### config.mk
export PLATFORM = sky130hd
export DESIGN_NAME = seq_mult_ctrl_flat
export DESIGN_NICKNAME = d
export VERILOG_FILES = /design/src/rtl/seq_mult_ctrl_if.sv /design/src/rtl/seq_mult_ctrl.sv /design/src/flat_wrapper.sv
export SDC_FILE = /design/constraint.sdc
export NUM_CORES = 1
export LEC_CHECK = 0
export ABC_AREA = 1
export BUFFER_PORTS_ARGS = -buffer_cell sky130_fd_sc_hd__buf_4
export CORE_AREA = 2 2 39 41
export DETAILED_ROUTE_END_ITERATION = 10
export DIE_AREA = 0 0 41 43
export SLEW_MARGIN = 10
export SYNTH_ARGS = -nofsm -noshare
export SYNTH_HDL_FRONTEND = slang
export SYNTH_SLANG_ARGS = --single-unit
### constraint.sdc
create_clock -name clk -period 1.44 [get_ports clk]
set_input_delay 0.072 -clock clk [delete_from_list [all_inputs] [get_ports clk]]
set_output_delay 0.072 -clock clk [all_outputs]
set_load 0.03 [all_outputs]
### src/rtl/seq_mult_ctrl_if.sv
// Handshake and datapath-control bundle for the shift-add multiplier controller.
// The master side is the controller; the slave side is the top level plus the datapath.
interface seq_mult_ctrl_if #(
  parameter int SIZE = 4
);
  localparam int CW = $clog2(SIZE) + 1;

  logic          start;
  logic          abort;
  logic          lsb;
  logic          load_op;
  logic          clear_acc;
  logic          acc_load;
  logic          acc_shift;
  logic          q_shift;
  logic          busy;
  logic          done;
  logic [CW-1:0] iter;

  modport master (
    input  start, abort, lsb,
    output load_op, clear_acc, acc_load, acc_shift, q_shift, busy, done, iter
  );

  modport slave (
    output start, abort, lsb,
    input  load_op, clear_acc, acc_load, acc_shift, q_shift, busy, done, iter
  );
endinterface

### src/rtl/seq_mult_ctrl.sv
// Control FSM for a shift-add sequential multiplier: load/clear, SIZE add-shift
// iterations, then a one-cycle done pulse.
module seq_mult_ctrl #(
  parameter int SIZE = 4
) (
  input  logic               clk,
  input  logic               rst,
  seq_mult_ctrl_if.master    bus
);
  localparam int CW = $clog2(SIZE) + 1;

  typedef enum logic [1:0] {
    IDLE = 2'd0,
    INIT = 2'd1,
    ITER = 2'd2,
    DONE = 2'd3
  } state_t;

  state_t        state_reg, state_next;
  logic [CW-1:0] iter_reg, iter_next;

  always_ff @(posedge clk) begin
    if (rst) begin
      state_reg <= IDLE;
      iter_reg  <= '0;
    end else begin
      state_reg <= state_next;
      iter_reg  <= iter_next;
    end
  end

  always_comb begin
    state_next = state_reg;
    iter_next  = iter_reg;
    case (state_reg)
      IDLE: begin
        if (bus.start) begin
          state_next = INIT;
        end
      end
      INIT: begin
        iter_next  = '0;
        state_next = ITER;
        if (bus.abort) begin
          state_next = IDLE;
        end
      end
      ITER: begin
        iter_next = iter_reg + 1'b1;
        if (iter_reg == CW'(SIZE - 1)) begin
          state_next = DONE;
        end
        // Abort wins over the normal advance and discards the partial count.
        if (bus.abort) begin
          state_next = IDLE;
          iter_next  = '0;
        end
      end
      DONE: begin
        state_next = IDLE;
      end
      default: begin
        state_next = IDLE;
        iter_next  = '0;
      end
    endcase
  end

  // Everything except acc_load is a pure decode of the registered state.
  always_comb begin
    bus.load_op   = 1'b0;
    bus.clear_acc = 1'b0;
    bus.acc_shift = 1'b0;
    bus.q_shift   = 1'b0;
    bus.busy      = 1'b0;
    bus.done      = 1'b0;
    case (state_reg)
      INIT: begin
        bus.load_op   = 1'b1;
        bus.clear_acc = 1'b1;
        bus.busy      = 1'b1;
      end
      ITER: begin
        bus.acc_shift = 1'b1;
        bus.q_shift   = 1'b1;
        bus.busy      = 1'b1;
      end
      DONE: begin
        bus.done = 1'b1;
      end
      default: begin
      end
    endcase
  end

  assign bus.acc_load = (state_reg == ITER) & bus.lsb;
  assign bus.iter     = iter_reg;
endmodule

### src/flat_wrapper.sv
// flat-port wrapper written by rule: the top's interface ports become plain ports
module seq_mult_ctrl_flat 
#(
  parameter int SIZE = 4
)
  (clk, rst, bus_start, bus_abort, bus_lsb, bus_load_op, bus_clear_acc, bus_acc_load, bus_acc_shift, bus_q_shift, bus_busy, bus_done, bus_iter);
  seq_mult_ctrl_if #(.SIZE(SIZE)) bus_i ();
  input  logic clk;
  input  logic rst;
  input wire logic [$bits(bus_i.start)-1:0] bus_start;
  input wire logic [$bits(bus_i.abort)-1:0] bus_abort;
  input wire logic [$bits(bus_i.lsb)-1:0] bus_lsb;
  output wire logic [$bits(bus_i.load_op)-1:0] bus_load_op;
  output wire logic [$bits(bus_i.clear_acc)-1:0] bus_clear_acc;
  output wire logic [$bits(bus_i.acc_load)-1:0] bus_acc_load;
  output wire logic [$bits(bus_i.acc_shift)-1:0] bus_acc_shift;
  output wire logic [$bits(bus_i.q_shift)-1:0] bus_q_shift;
  output wire logic [$bits(bus_i.busy)-1:0] bus_busy;
  output wire logic [$bits(bus_i.done)-1:0] bus_done;
  output wire logic [$bits(bus_i.iter)-1:0] bus_iter;
  assign bus_i.start = bus_start;
  assign bus_i.abort = bus_abort;
  assign bus_i.lsb = bus_lsb;
  assign bus_load_op = bus_i.load_op;
  assign bus_clear_acc = bus_i.clear_acc;
  assign bus_acc_load = bus_i.acc_load;
  assign bus_acc_shift = bus_i.acc_shift;
  assign bus_q_shift = bus_i.q_shift;
  assign bus_busy = bus_i.busy;
  assign bus_done = bus_i.done;
  assign bus_iter = bus_i.iter;
  seq_mult_ctrl #(.SIZE(SIZE)) u_core (.clk(clk), .rst(rst), .bus(bus_i));
endmodule
; After elaboration in Yosys (flattened, before gate mapping)
; Index checks and enable logic that the tools add are counted.
; W data, S select, Z words.
[classes]
order_cmp = 0
reduce_logical = 4
eq_ne = 6
n_bitwise = 1
addsub = 1
shifts = 0
mux = 11
div = 0
multipliers = 0
[ops]
columns = operator, n
row1 = $mux W2, 4
row2 = $pmux W2 S4, 1
row3 = $pmux W3 S2, 1
row4 = $eq A2 B2 Y1 const B, 2
row5 = $mux W1, 4
row6 = $add A3 B1 Y3 const B, 1
row7 = $eq A3 B2 Y1 const B, 1
row8 = $mux W3, 1
row9 = $ne A3 B2 Y1 const B, 1
row10 = $eq A2 B1 Y1 const B, 1
row11 = $logic_not A2 Y1, 1
row12 = $ne A2 B2 Y1 const B, 1
row13 = $reduce_and A2 Y1, 1
row14 = $reduce_bool A2 Y1, 1
row15 = $reduce_or A2 Y1, 1
row16 = $and A1 B1 Y1, 1
[totals]
register_bits = 5
memories = 0
latch_bits = 0
mem_bits_ro = 0
ramBits = 0
wordCells = 25

; Depth between registers and ports, before layout
; Gate-level depths: netlist of the first run.
[logic_depth]
word_depth = 4
ltp_mapped = 8
ltp_nobuf = 8

; Worst setup path after synthesis of the first run
; Ideal clock, no wire load.
[synth_timing]
kind = register -> register
start = register u_core.state_reg[0]
end = register u_core.iter_reg[1], in the netlist u_core.bus.iter[1]
stages_incl_launch_ff = 7
arrival_ps = 1269
setup_slack_ps = 101
path_buffers = 0
cell_sequence = dfxtp_1 -> inv_1 -> ha_1 -> inv_2 -> nor2_4 -> nand2_1 -> a21oi_1
[synth_via]
elab_chain_cells = 2
word_cells_on_any_way = 4
cone_classes = eq/ne: 2 / mux: 1 / reduce/logical: 1
[synth_lines]
columns = item, line
row1 = "start, declared", seq_mult_ctrl.sv:19  ; state_t state_reg, state_next;
row2 = "start signal, assigned", seq_mult_ctrl.sv:27  ; state_reg <= state_next;
row3 = $eq A2 B2 Y1 or $eq A2 B1 Y1 (tied branches), seq_mult_ctrl.sv:35  ; case (state_reg)
row4 = $pmux W3 S2 or $reduce_bool A2 Y1 (tied branches), --
row5 = "end signal, assigned", seq_mult_ctrl.sv:28  ; iter_reg <= iter_next;
row6 = "end, declared", seq_mult_ctrl.sv:20  ; logic [CW-1:0] iter_reg, iter_next;
; Several ways; a longest one is shown, not always the timed one.
; A chain may end at the register's enable or synchronous reset.

; Worst setup path in the final report of the first run
[layout_timing]
start = register u_core.state_reg[0]
end = output bus_acc_load
[layout_via]
elab_chain_cells = 2
[layout_lines]
columns = item, line
row1 = $eq A2 B2 Y1, seq_mult_ctrl.sv:96  ; assign bus.acc_load = (state_reg == ITER) & bus.lsb;
row2 = $and A1 B1 Y1, seq_mult_ctrl.sv:96
row3 = "end, declared", flat_wrapper.sv:15  ; output wire logic [$bits(bus_i.acc_load)-1:0] bus_acc_load;
; No other way between the ends.

==> results of run 1 <==
## path summary, 6_finish.rpt
check                  endpoint  cells after the start
max reg2reg  u_core.bus.iter[2]                      6
min          u_core.bus.iter[2]                      2
max                bus_acc_load                      5
min reg2reg  u_core.bus.iter[1]                      2
## worst max-delay path, stage by stage, from the launching register on
cell	delay, ps
sky130_fd_sc_hd__dfxtp_1	370
sky130_fd_sc_hd__inv_1	90
sky130_fd_sc_hd__ha_1	280
sky130_fd_sc_hd__nand2_1	80
sky130_fd_sc_hd__inv_1	30
sky130_fd_sc_hd__buf_4	150
## kinds of logic after synthesis
kind of cell / after synthesis / synth area share [%]
AND/OR/NAND/NOR: 18 / 23.0
buffers and inverters: 14 / 16.5
adder cells (fa/ha/maj): 7 / 24.1
flip-flops: 5 / 27.5
AO/OA/AOI/OAI: 6 / 8.93
## power by group through the flow
stage | sequential, mW | clock (mW) | combinational [mW]
after detailed placement | 0.171 | 0 | 0.316
after CTS | 0.168 | 0.167 | 0.317
after global routing | 0.169 | 0.180 | 0.347
after global placement | 0.171 | 0 | 0.317
final | 0.167 | 0.158 | 0.314
after floorplan | 0.170 | 0 | 0.240
## final cells by class
type,count,share of cell area (%)
Clock buffer,4,5.25
Inverter,12,9.00
Multi-Input combinational cell,31,40.8
Sequential cell,5,20.0
Tap cell,16,4.00
Timing Repair Buffer,14,21.0
## metal layers
| metal | up-vias | GRT usage, % | routed length (um) |
|---|---|---|---|
| met1 | 149 | 11.9 | 296 |
| met3 | 0 | 1.57 | 44 |
| met5 | - | 0 | 0 |
| met4 | 0 | 10.0 | 0 |
| met2 | 8 | 13.8 | 322 |
| li1 | 180 | - | - |
## layout by cell type (no fill, tap or decap)
master | synthesis | routed
sky130_fd_sc_hd__a21oi_1 | 5 | 5
sky130_fd_sc_hd__buf_4 | 2 | 14
sky130_fd_sc_hd__clkbuf_1 | 0 | 1
sky130_fd_sc_hd__clkbuf_4 | 0 | 3
sky130_fd_sc_hd__clkinv_1 | 1 | 1
sky130_fd_sc_hd__dfxtp_1 | 5 | 5
sky130_fd_sc_hd__ha_1 | 7 | 7
sky130_fd_sc_hd__inv_1 | 9 | 9
sky130_fd_sc_hd__inv_2 | 2 | 2
sky130_fd_sc_hd__nand2_1 | 10 | 10
sky130_fd_sc_hd__nand2_2 | 1 | 1
sky130_fd_sc_hd__nand3_1 | 2 | 2
sky130_fd_sc_hd__nand3b_1 | 1 | 1
sky130_fd_sc_hd__nor2_1 | 3 | 3
sky130_fd_sc_hd__nor2_4 | 1 | 1
sky130_fd_sc_hd__o21a_1 | 1 | 1
==> impl_metrics.xml, run 1 <==
<?xml version="1.0" encoding="UTF-8"?>
<metrics>
  <group name="global_routing">
    <metric name="largest_net_degree_at_the_start_of_global_routing" unit="">7</metric>
    <metric name="vias_in_the_first_global_route" unit="">328</metric>
    <metric name="first_pass_grt_wire_length" unit="um">1170</metric>
    <metric name="antenna_found_initial" unit="">0</metric>
    <metric name="gr-total-overflow" unit="">0</metric>
    <metric name="grt.total_usage" unit="%">9.94</metric>
  </group>
  <group name="die">
    <metric name="io_pins" unit="">15</metric>
    <metric name="rows" unit="">14</metric>
    <metric name="dieArea" unit="um^2">1760</metric>
    <metric name="start_util" unit="%">26.3</metric>
    <metric name="core" unit="um^2">1380</metric>
    <metric name="die_height" unit="um">43</metric>
    <metric name="dieWidth" unit="um">41</metric>
  </group>
  <group name="setup_path">
    <metric name="start_kind" unit="">register</metric>
    <metric name="required" unit="ps">1370</metric>
    <metric name="worst-setup-path-type" unit="">reg2out</metric>
    <metric name="worstReg2RegStart" unit="">u_core.state_reg[0]</metric>
    <metric name="cp-startpoint" unit="">u_core.state_reg[0]</metric>
    <metric name="critPathMaxFanout" unit="">6</metric>
    <metric name="timing.reg2reg.setup_slack" unit="ps">200</metric>
    <metric name="cp.arrival" unit="ps">1250</metric>
    <metric name="timing.critical_path.to_type" unit="">output port</metric>
  </group>
  <group name="cts">
    <metric name="htree_levels" unit="">1</metric>
    <metric name="clock-sinks" unit="">5</metric>
    <metric name="hold_bufs_at_cts" unit="">0</metric>
    <metric name="cts_root_buf" unit="">sky130_fd_sc_hd__clkbuf_4</metric>
    <metric name="cts_setup_buffers" unit="">0</metric>
    <metric name="cts-buffers-inserted" unit="">3</metric>
    <metric name="clock_insertion_delay_worst_skew" unit="ps">240</metric>
    <metric name="cts_tree" unit="">yes</metric>
    <metric name="ctsLongestPathBuffers" unit="">2</metric>
    <metric name="clk_pin_slew_worst_paths" unit="ps">40</metric>
    <metric name="ctsResizeCount" unit="">0</metric>
  </group>
  <group name="place">
    <metric name="hpwl_after_dpl" unit="um">550</metric>
    <metric name="portBuffers" unit="">14</metric>
    <metric name="gp_congestion" unit="">0.807</metric>
    <metric name="dp_slack" unit="ps">192</metric>
    <metric name="number_of_instances_in_the_placed_design" unit="">78</metric>
    <metric name="dpl-instance-area" unit="um^2">474</metric>
  </group>
  <group name="cells_and_area">
    <metric name="finish.instance_area" unit="um^2">500</metric>
    <metric name="synthToLayoutAreaGrowth" unit="%">37.5</metric>
    <metric name="number_of_nets_in_the_final_layout" unit="">79</metric>
    <metric name="post_route_cells_drive_above_1_share" unit="%">31.8</metric>
    <metric name="area.sequential" unit="um^2">100</metric>
    <metric name="non_filler_instance_count_after_layout" unit="">82</metric>
    <metric name="largest_register_ffs" unit="">3</metric>
    <metric name="filler_cell_count" unit="">153</metric>
    <metric name="diodes" unit="">0</metric>
    <metric name="multi_input_comb_area" unit="um^2">204</metric>
    <metric name="layout.core_utilization" unit="%">36.2</metric>
  </group>
  <group name="drt">
    <metric name="first_pass_iters" unit="">2</metric>
    <metric name="routed_via_density" unit="">4.11</metric>
    <metric name="initialDrtViolationCount" unit="">1</metric>
    <metric name="via_count" unit="">337</metric>
    <metric name="finalWirelength" unit="um">663</metric>
    <metric name="post_drt_wl_per_cell" unit="um">8.09</metric>
    <metric name="detail_route.drc_violations" unit="">0</metric>
    <metric name="ant_nets" unit="">0</metric>
  </group>
  <group name="timing">
    <metric name="post-route-worst-setup-slack" unit="ps">118</metric>
    <metric name="timing.fmax" unit="MHz">756</metric>
    <metric name="finalClockSkew" unit="ps">1.41</metric>
    <metric name="final-hold-violation-count" unit="">0</metric>
    <metric name="final_number_of_setup_violating_endpoints" unit="">0</metric>
    <metric name="fin_worst_hold_slack" unit="ps">26.6</metric>
    <metric name="finalCriticalPeriod" unit="ps">1320</metric>
    <metric name="max-slew-margin-rel" unit="%">85.7</metric>
    <metric name="maxSlewViolCount" unit="">0</metric>
    <metric name="fin_crit_sh" unit="%">91.8</metric>
    <metric name="setup_tns" unit="ps">0</metric>
    <metric name="grt_setup_unrepaired" unit="">no</metric>
    <metric name="worst-slew-pin-transition" unit="ps">214</metric>
  </group>
  <group name="min_path">
    <metric name="min-delay-path-class" unit="">in2reg</metric>
    <metric name="hold_path_startpoint" unit="">rst</metric>
  </group>
  <group name="synthesis">
    <metric name="postSynthNetCount" unit="">62</metric>
    <metric name="synth-warning-count" unit="">0</metric>
    <metric name="yosys.area.top_type_share" unit="%">27.5</metric>
    <metric name="synth_top_cell_by_area" unit="">sky130_fd_sc_hd__dfxtp_1</metric>
    <metric name="synth_area_per_inst" unit="um^2">7.28</metric>
    <metric name="post_synth_main_area_contributors" unit="">sky130_fd_sc_hd__dfxtp_1 (27%), sky130_fd_sc_hd__ha_1 (24%), sky130_fd_sc_hd__nand2_1 (10%)</metric>
    <metric name="netlist_area" unit="um^2">364</metric>
    <metric name="ys_top_cells_by_count" unit="">sky130_fd_sc_hd__nand2_1 (10), sky130_fd_sc_hd__inv_1 (9), sky130_fd_sc_hd__ha_1 (7)</metric>
    <metric name="synth_most_common_cell" unit="">sky130_fd_sc_hd__nand2_1</metric>
    <metric name="synth_async_sr_flop_share" unit="%">0</metric>
    <metric name="synth_enable_flop_cells" unit="">0</metric>
    <metric name="share_of_the_yosys_chip_area_belonging_to_registers" unit="%">27.5</metric>
    <metric name="yosys.cell_types.count" unit="">14</metric>
    <metric name="postSynth.topFlopCell" unit="">sky130_fd_sc_hd__dfxtp_1</metric>
    <metric name="ys_seq_elements" unit="">5</metric>
    <metric name="synthCells" unit="">50</metric>
  </group>
  <group name="power_and_ir_drop">
    <metric name="power_frac_clock" unit="%">24.7</metric>
    <metric name="internal-power" unit="mW">0.372</metric>
    <metric name="pwr-share-comb" unit="%">49.1</metric>
    <metric name="worst_supply_voltage_drop_on_vdd" unit="V">0.000392</metric>
    <metric name="power.net_switching" unit="mW">0.268</metric>
    <metric name="sw_frac_of_total" unit="%">41.8</metric>
    <metric name="seqPwrFrac" unit="%">26.2</metric>
    <metric name="p_leak" unit="nW">0.273</metric>
    <metric name="power.density" unit="nW/um^2">1280</metric>
    <metric name="totalPowerFinal" unit="mW">0.640</metric>
  </group>
  <group name="run">
    <metric name="drv_cap" unit="">0</metric>
  </group>
  <group name="run_status">
    <metric name="outcome" unit="">finished, final reports clean</metric>
  </group>
</metrics>
(Power assumes the default switching activity.)
==> inputs of run 2 (changes only) <==
Settings changed: ABC_CLOCK_PERIOD_IN_PS set to 1440, PLACE_DENSITY_LB_ADDON set to 0.08.
==> impl_metrics.xml, run 2 (synthesized netlist as in run 1, its figures left out) <==
<?xml version="1.0" encoding="UTF-8"?>
<metrics>
  <group name="run_status">
    <metric name="outcome" unit="">finished, final reports clean</metric>
  </group>
  <group name="min_path">
    <metric name="holdPathEnd" unit="">u_core.bus.iter[1]</metric>
    <metric name="holdPathStages" unit="">2</metric>
    <metric name="min-delay-path-class" unit="">in2reg</metric>
    <metric name="hold_path_startpoint" unit="">rst</metric>
  </group>
  <group name="die">
    <metric name="io_pins" unit="">15</metric>
    <metric name="dieWidth" unit="um">41</metric>
    <metric name="dieArea" unit="um^2">1760</metric>
    <metric name="rows" unit="">14</metric>
    <metric name="die_height" unit="um">43</metric>
    <metric name="start_util" unit="%">26.3</metric>
    <metric name="core" unit="um^2">1380</metric>
  </group>
  <group name="global_routing">
    <metric name="largest_net_degree_at_the_start_of_global_routing" unit="">7</metric>
    <metric name="first_pass_grt_wire_length" unit="um">1170</metric>
    <metric name="vias_in_the_first_global_route" unit="">315</metric>
    <metric name="antenna_found_initial" unit="">0</metric>
    <metric name="grt.total_usage" unit="%">10.1</metric>
    <metric name="gr-total-overflow" unit="">0</metric>
  </group>
  <group name="cts">
    <metric name="clock-sinks" unit="">5</metric>
    <metric name="cts_setup_buffers" unit="">0</metric>
    <metric name="ctsLongestPathBuffers" unit="">2</metric>
    <metric name="cts-buffers-inserted" unit="">3</metric>
    <metric name="htree_levels" unit="">1</metric>
    <metric name="clk_pin_slew_worst_paths" unit="ps">40</metric>
    <metric name="cts_root_buf" unit="">sky130_fd_sc_hd__clkbuf_4</metric>
    <metric name="ctsResizeCount" unit="">0</metric>
    <metric name="hold_bufs_at_cts" unit="">0</metric>
    <metric name="clock_insertion_delay_worst_skew" unit="ps">240</metric>
    <metric name="cts_tree" unit="">yes</metric>
  </group>
  <group name="timing">
    <metric name="fin_crit_sh" unit="%">91.8</metric>
    <metric name="setup_tns" unit="ps">0</metric>
    <metric name="worst-slew-pin-transition" unit="ps">213</metric>
    <metric name="finalCriticalPeriod" unit="ps">1320</metric>
    <metric name="final_number_of_setup_violating_endpoints" unit="">0</metric>
    <metric name="finalClockSkew" unit="ps">3.53</metric>
    <metric name="max-slew-margin-rel" unit="%">85.8</metric>
    <metric name="final-hold-violation-count" unit="">0</metric>
    <metric name="grt_setup_unrepaired" unit="">no</metric>
    <metric name="maxSlewViolCount" unit="">0</metric>
    <metric name="timing.fmax" unit="MHz">756</metric>
  </group>
  <group name="drt">
    <metric name="via_count" unit="">333</metric>
    <metric name="ant_nets" unit="">0</metric>
    <metric name="initialDrtViolationCount" unit="">0</metric>
    <metric name="post_drt_wl_per_cell" unit="um">8.27</metric>
    <metric name="finalWirelength" unit="um">678</metric>
    <metric name="first_pass_iters" unit="">1</metric>
    <metric name="detail_route.drc_violations" unit="">0</metric>
    <metric name="routed_via_density" unit="">4.06</metric>
  </group>
  <group name="place">
    <metric name="number_of_instances_in_the_placed_design" unit="">78</metric>
    <metric name="gp_congestion" unit="">0.680</metric>
    <metric name="portBuffers" unit="">14</metric>
    <metric name="dpl-instance-area" unit="um^2">474</metric>
    <metric name="hpwl_after_dpl" unit="um">588</metric>
  </group>
  <group name="setup_path">
    <metric name="timing.critical_path.to_type" unit="">output port</metric>
    <metric name="worst-setup-path-type" unit="">reg2out</metric>
    <metric name="r2r_end" unit="">u_core.bus.iter[2]</metric>
    <metric name="worstReg2RegStart" unit="">u_core.state_reg[1]</metric>
    <metric name="start_kind" unit="">register</metric>
    <metric name="r2r_cells" unit="">6</metric>
    <metric name="timing.reg2reg.setup_slack" unit="ps">160</metric>
    <metric name="required" unit="ps">1370</metric>
    <metric name="critPathMaxFanout" unit="">6</metric>
    <metric name="cp.arrival" unit="ps">1250</metric>
  </group>
  <group name="run">
    <metric name="drv_cap" unit="">0</metric>
  </group>
  <group name="cells_and_area">
    <metric name="post_route_cells_drive_above_1_share" unit="%">31.8</metric>
    <metric name="filler_cell_count" unit="">163</metric>
    <metric name="non_filler_instance_count_after_layout" unit="">82</metric>
    <metric name="finish.instance_area" unit="um^2">500</metric>
    <metric name="diodes" unit="">0</metric>
    <metric name="layout_commonest_cell" unit="">sky130_fd_sc_hd__buf_4</metric>
    <metric name="synthToLayoutAreaGrowth" unit="%">37.5</metric>
    <metric name="number_of_nets_in_the_final_layout" unit="">79</metric>
    <metric name="largest_register_ffs" unit="">3</metric>
    <metric name="most_frequent_cells_in_the_layout" unit="">sky130_fd_sc_hd__buf_4 (14), sky130_fd_sc_hd__nand2_1 (10), sky130_fd_sc_hd__inv_1 (9)</metric>
  </group>
  <group name="power_and_ir_drop">
    <metric name="worst_supply_voltage_drop_on_vdd" unit="V">0.000552</metric>
    <metric name="p_leak" unit="nW">0.273</metric>
    <metric name="power.density" unit="nW/um^2">1280</metric>
    <metric name="totalPowerFinal" unit="mW">0.640</metric>
  </group>
</metrics>
==> run 2: cell type report <==
class                   count  area, um^2  share of cell area, %
clock buffers               4        26.3                   5.25
flip-flops and latches      5         100                   20.0
inverters                  12        45.0                   9.00
well taps                  16        20.0                   4.00
repair buffers             14         105                   21.0
multi-input cells          31         204                   40.8
==> run 2: worst max path at each step <==
stage | from | to | cells after the start | slack [ps]
finish | u_core.state_reg[0] | bus_acc_load | 5 | 120
CTS | u_core.state_reg[0] | bus_acc_load | 5 | 100
detailed placement | u_core.state_reg[1] | u_core.bus.iter[2] | 6 | 170
floorplan | u_core.state_reg[0] | u_core.bus.iter[1] | 6 | 100
global route | u_core.state_reg[1] | u_core.bus.iter[2] | 6 | 6
global placement | u_core.state_reg[1] | u_core.bus.iter[2] | 6 | 180
==> run 2: per-stage QoR <==
| stage | hold WS (ps) | setup slack [ps] | util (%) |
|---|---|---|---|
| finish | 24.1 | 118 | 36.2 |
| global placement | 267 | 175 | 34.3 |
| floorplan | 141 | 101 | - |
| detailed placement | 268 | 167 | 34.3 |
| global route | 23.5 | 6.16 | 36.2 |
| CTS | 11.5 | 101 | 36.2 |
==> run 2: power by group <==
group / internal [mW] / switching, mW
Clock: 0.104 / 0.0524
Sequential: 0.153 / 0.0149
Combinational: 0.115 / 0.200
==> run 2: worst max-delay path, stage by stage (launching register included) <==
cell	delay [ps]
sky130_fd_sc_hd__dfxtp_1	370
sky130_fd_sc_hd__inv_1	90
sky130_fd_sc_hd__ha_1	280
sky130_fd_sc_hd__nand2_1	80
sky130_fd_sc_hd__inv_1	40
sky130_fd_sc_hd__buf_4	150
==> run 2: routing by layer <==
layer  GRT usage (%)  vias to the layer above  share of wire, %
met5               0                        -                 0
met4            8.00                        0              0.59
met3            3.14                        2               7.2
met2            14.7                        9                46
met1            11.3                      140                46
li1                -                      182                 -
==> inputs of run 3 (changes only) <==
Settings changed: ABC_AREA 1 to not set, HOLD_SLACK_MARGIN set to 0.08.
==> impl_metrics.xml, run 3 <==
<?xml version="1.0" encoding="UTF-8"?>
<metrics>
  <group name="run_status">
    <metric name="outcome" unit="">finished, final reports clean</metric>
  </group>
  <group name="power_and_ir_drop">
    <metric name="worst_supply_voltage_drop_on_vdd" unit="V">0.000313</metric>
    <metric name="totalPowerFinal" unit="mW">0.434</metric>
    <metric name="power.density" unit="nW/um^2">870</metric>
    <metric name="p_leak" unit="nW">0.224</metric>
  </group>
  <group name="place">
    <metric name="hpwl_after_dpl" unit="um">576</metric>
    <metric name="dp_slack" unit="ps">45.0</metric>
    <metric name="portBuffers" unit="">14</metric>
    <metric name="gp_congestion" unit="">0.671</metric>
  </group>
  <group name="setup_path">
    <metric name="cp.arrival" unit="ps">1510</metric>
    <metric name="cp-startpoint" unit="">u_core.state_reg[1]</metric>
    <metric name="worstReg2RegStart" unit="">u_core.state_reg[1]</metric>
    <metric name="required" unit="ps">1610</metric>
    <metric name="worst-setup-path-type" unit="">reg2reg</metric>
    <metric name="start_kind" unit="">register</metric>
    <metric name="timing.critical_path.to_type" unit="">register</metric>
    <metric name="critPathMaxFanout" unit="">4</metric>
  </group>
  <group name="synthesis">
    <metric name="synth_area_per_inst" unit="um^2">9.20</metric>
    <metric name="share_of_the_yosys_chip_area_belonging_to_registers" unit="%">29.4</metric>
    <metric name="synth_enable_flop_cells" unit="">0</metric>
    <metric name="postSynth.topFlopCell" unit="">sky130_fd_sc_hd__dfxtp_1</metric>
    <metric name="synthCells" unit="">37</metric>
    <metric name="synth-warning-count" unit="">0</metric>
    <metric name="yosys.cell_types.count" unit="">17</metric>
    <metric name="synth_most_common_cell" unit="">sky130_fd_sc_hd__ha_1</metric>
    <metric name="post_synth_main_area_contributors" unit="">sky130_fd_sc_hd__dfxtp_1 (29%), sky130_fd_sc_hd__ha_1 (26%), sky130_fd_sc_hd__nand2b_1 (7.4%)</metric>
    <metric name="synth_top_cell_by_area" unit="">sky130_fd_sc_hd__dfxtp_1</metric>
    <metric name="ys_seq_elements" unit="">5</metric>
    <metric name="synth_async_sr_flop_share" unit="%">0</metric>
    <metric name="ys_top_cells_by_count" unit="">sky130_fd_sc_hd__ha_1 (7), sky130_fd_sc_hd__dfxtp_1 (5), sky130_fd_sc_hd__inv_1 (4), sky130_fd_sc_hd__nand2b_1 (4), sky130_fd_sc_hd__a21oi_1 (3)</metric>
    <metric name="yosys.area.top_type_share" unit="%">29.4</metric>
    <metric name="postSynthNetCount" unit="">49</metric>
    <metric name="netlist_area" unit="um^2">340</metric>
  </group>
  <group name="timing">
    <metric name="timing.fmax" unit="MHz">745</metric>
    <metric name="maxSlewViolCount" unit="">0</metric>
    <metric name="worst-slew-pin-transition" unit="ps">186</metric>
    <metric name="finalClockSkew" unit="ps">4.40</metric>
    <metric name="grt_setup_unrepaired" unit="">no</metric>
    <metric name="finalCriticalPeriod" unit="ps">1340</metric>
    <metric name="final-hold-violation-count" unit="">0</metric>
    <metric name="setup_tns" unit="ps">0</metric>
    <metric name="final_number_of_setup_violating_endpoints" unit="">0</metric>
    <metric name="post-route-worst-setup-slack" unit="ps">96.8</metric>
    <metric name="max-slew-margin-rel" unit="%">87.5</metric>
    <metric name="fin_crit_sh" unit="%">93.3</metric>
  </group>
  <group name="die">
    <metric name="start_util" unit="%">24.6</metric>
    <metric name="die_height" unit="um">43</metric>
    <metric name="dieWidth" unit="um">41</metric>
    <metric name="io_pins" unit="">15</metric>
    <metric name="dieArea" unit="um^2">1760</metric>
    <metric name="rows" unit="">14</metric>
    <metric name="core" unit="um^2">1380</metric>
  </group>
  <group name="global_routing">
    <metric name="largest_net_degree_at_the_start_of_global_routing" unit="">8</metric>
    <metric name="first_pass_grt_wire_length" unit="um">1250</metric>
    <metric name="grt.total_usage" unit="%">11.0</metric>
    <metric name="gr-total-overflow" unit="">0</metric>
    <metric name="vias_in_the_first_global_route" unit="">300</metric>
    <metric name="antenna_found_initial" unit="">0</metric>
  </group>
  <group name="cts">
    <metric name="cts_tree" unit="">yes</metric>
    <metric name="clock-sinks" unit="">5</metric>
    <metric name="cts-buffers-inserted" unit="">3</metric>
    <metric name="htree_levels" unit="">1</metric>
    <metric name="clock_insertion_delay_worst_skew" unit="ps">250</metric>
    <metric name="cts_root_buf" unit="">sky130_fd_sc_hd__clkbuf_4</metric>
    <metric name="cts_setup_buffers" unit="">0</metric>
    <metric name="clk_pin_slew_worst_paths" unit="ps">50</metric>
    <metric name="ctsLongestPathBuffers" unit="">2</metric>
  </group>
  <group name="drt">
    <metric name="via_count" unit="">308</metric>
    <metric name="first_pass_iters" unit="">3</metric>
    <metric name="ant_nets" unit="">0</metric>
    <metric name="detail_route.drc_violations" unit="">0</metric>
    <metric name="post_drt_wl_per_cell" unit="um">10.7</metric>
    <metric name="initialDrtViolationCount" unit="">5</metric>
    <metric name="routed_via_density" unit="">4.40</metric>
    <metric name="finalWirelength" unit="um">749</metric>
  </group>
  <group name="cells_and_area">
    <metric name="layout.core_utilization" unit="%">36.1</metric>
    <metric name="largest_register_ffs" unit="">3</metric>
    <metric name="number_of_nets_in_the_final_layout" unit="">67</metric>
    <metric name="synthToLayoutAreaGrowth" unit="%">46.7</metric>
    <metric name="post_route_cells_drive_above_1_share" unit="%">42.6</metric>
    <metric name="most_frequent_cells_in_the_layout" unit="">sky130_fd_sc_hd__buf_4 (14), sky130_fd_sc_hd__ha_1 (5), sky130_fd_sc_hd__nand2b_1 (4)</metric>
    <metric name="layout_commonest_cell" unit="">sky130_fd_sc_hd__buf_4</metric>
    <metric name="diodes" unit="">0</metric>
  </group>
  <group name="min_path">
    <metric name="hold_path_startpoint" unit="">bus_abort</metric>
    <metric name="min-delay-path-class" unit="">in2reg</metric>
  </group>
  <group name="run">
    <metric name="drv_cap" unit="">0</metric>
  </group>
</metrics>
run 3: cell types whose count changed after synthesis, sizes merged, moves of 2 or more:
cell and change:
nor2 -3, nand2b +4, inv -7, nor2b +2
nand2 -11, a21oi -2
run 3: cell type report:
cell class,instances,area [um^2]
well taps,16,20.0
multi-input cells,26,220
flip-flops and latches,5,103
fillers,159,885
repair buffers,15,115
inverters,4,15.0
clock buffers,4,26.3
run 3: power breakdown:
| group | total, mW | internal (mW) | switching [mW] | leakage, nW |
|---|---|---|---|---|
| clock | 0.171 | 0.105 | 0.0652 | 0.0150 |
| combinational | 0.115 | 0.0498 | 0.0650 | 0.168 |
| sequential | 0.149 | 0.144 | 0.00461 | 0.0413 |
run 3: timing repair:
action                                  4_1_cts  5_1_grt
resized for setup                             0        5
hold buffers                                  1        0
endpoints found under the hold margin         4        0
endpoints found under the setup margin        0        3
run 3: worst max-delay path: stages, from the launching register on:
cell and delay (ps):
sky130_fd_sc_hd__dfxtp_2 350, sky130_fd_sc_hd__inv_1 90, sky130_fd_sc_hd__ha_1 200, sky130_fd_sc_hd__or4_1 500, sky130_fd_sc_hd__mux2i_1 130
run 3: path summary, 6_finish.rpt:
path / slack (ps) / to / cells after the start
worst max register to register: 100 / u_core.state_reg[1] / 4
worst min-delay path: 130 / u_core.state_reg[1] / 3
worst max-delay path: 100 / u_core.state_reg[1] / 4
worst min register to register: 480 / u_core.bus.iter[2] / 2
run 3: cell families (layout without fill, tap and decap cells):
group | Yosys count | count (layout) | share of synthesized area, %
and+or+nand+nor | 13 | 13 | 24.3
adders and majority gates | 7 | 7 | 25.7
buffers and inverters | 6 | 23 | 8.82
AOI/OAI and AO/OA | 5 | 5 | 8.82
DFF | 5 | 5 | 29.4
muxes | 1 | 1 | 2.94
run 3: per-layer routing:
| layer | up-vias | part of all wire [%] | GRT usage, % |
|---|---|---|---|
| met1 | 140 | 42 | 12.5 |
| met3 | 2 | 7.9 | 3.14 |
| met2 | 12 | 49 | 15.6 |
| met5 | - | 0 | 0 |
| met4 | 0 | 0.80 | 10.0 |
| li1 | 154 | - | - |
run 3: through the flow:
| stage | instances | hold slack [ps] | cell area (um^2) |
|---|---|---|---|
| after floorplan | 37 | 141 | 343 |
| after global placement | 65 | 286 | 453 |
| after detailed placement | 65 | 286 | 453 |
| after CTS | 70 | 118 | 489 |
| after global routing | 70 | 133 | 499 |
| final | 70 | 130 | 499 |
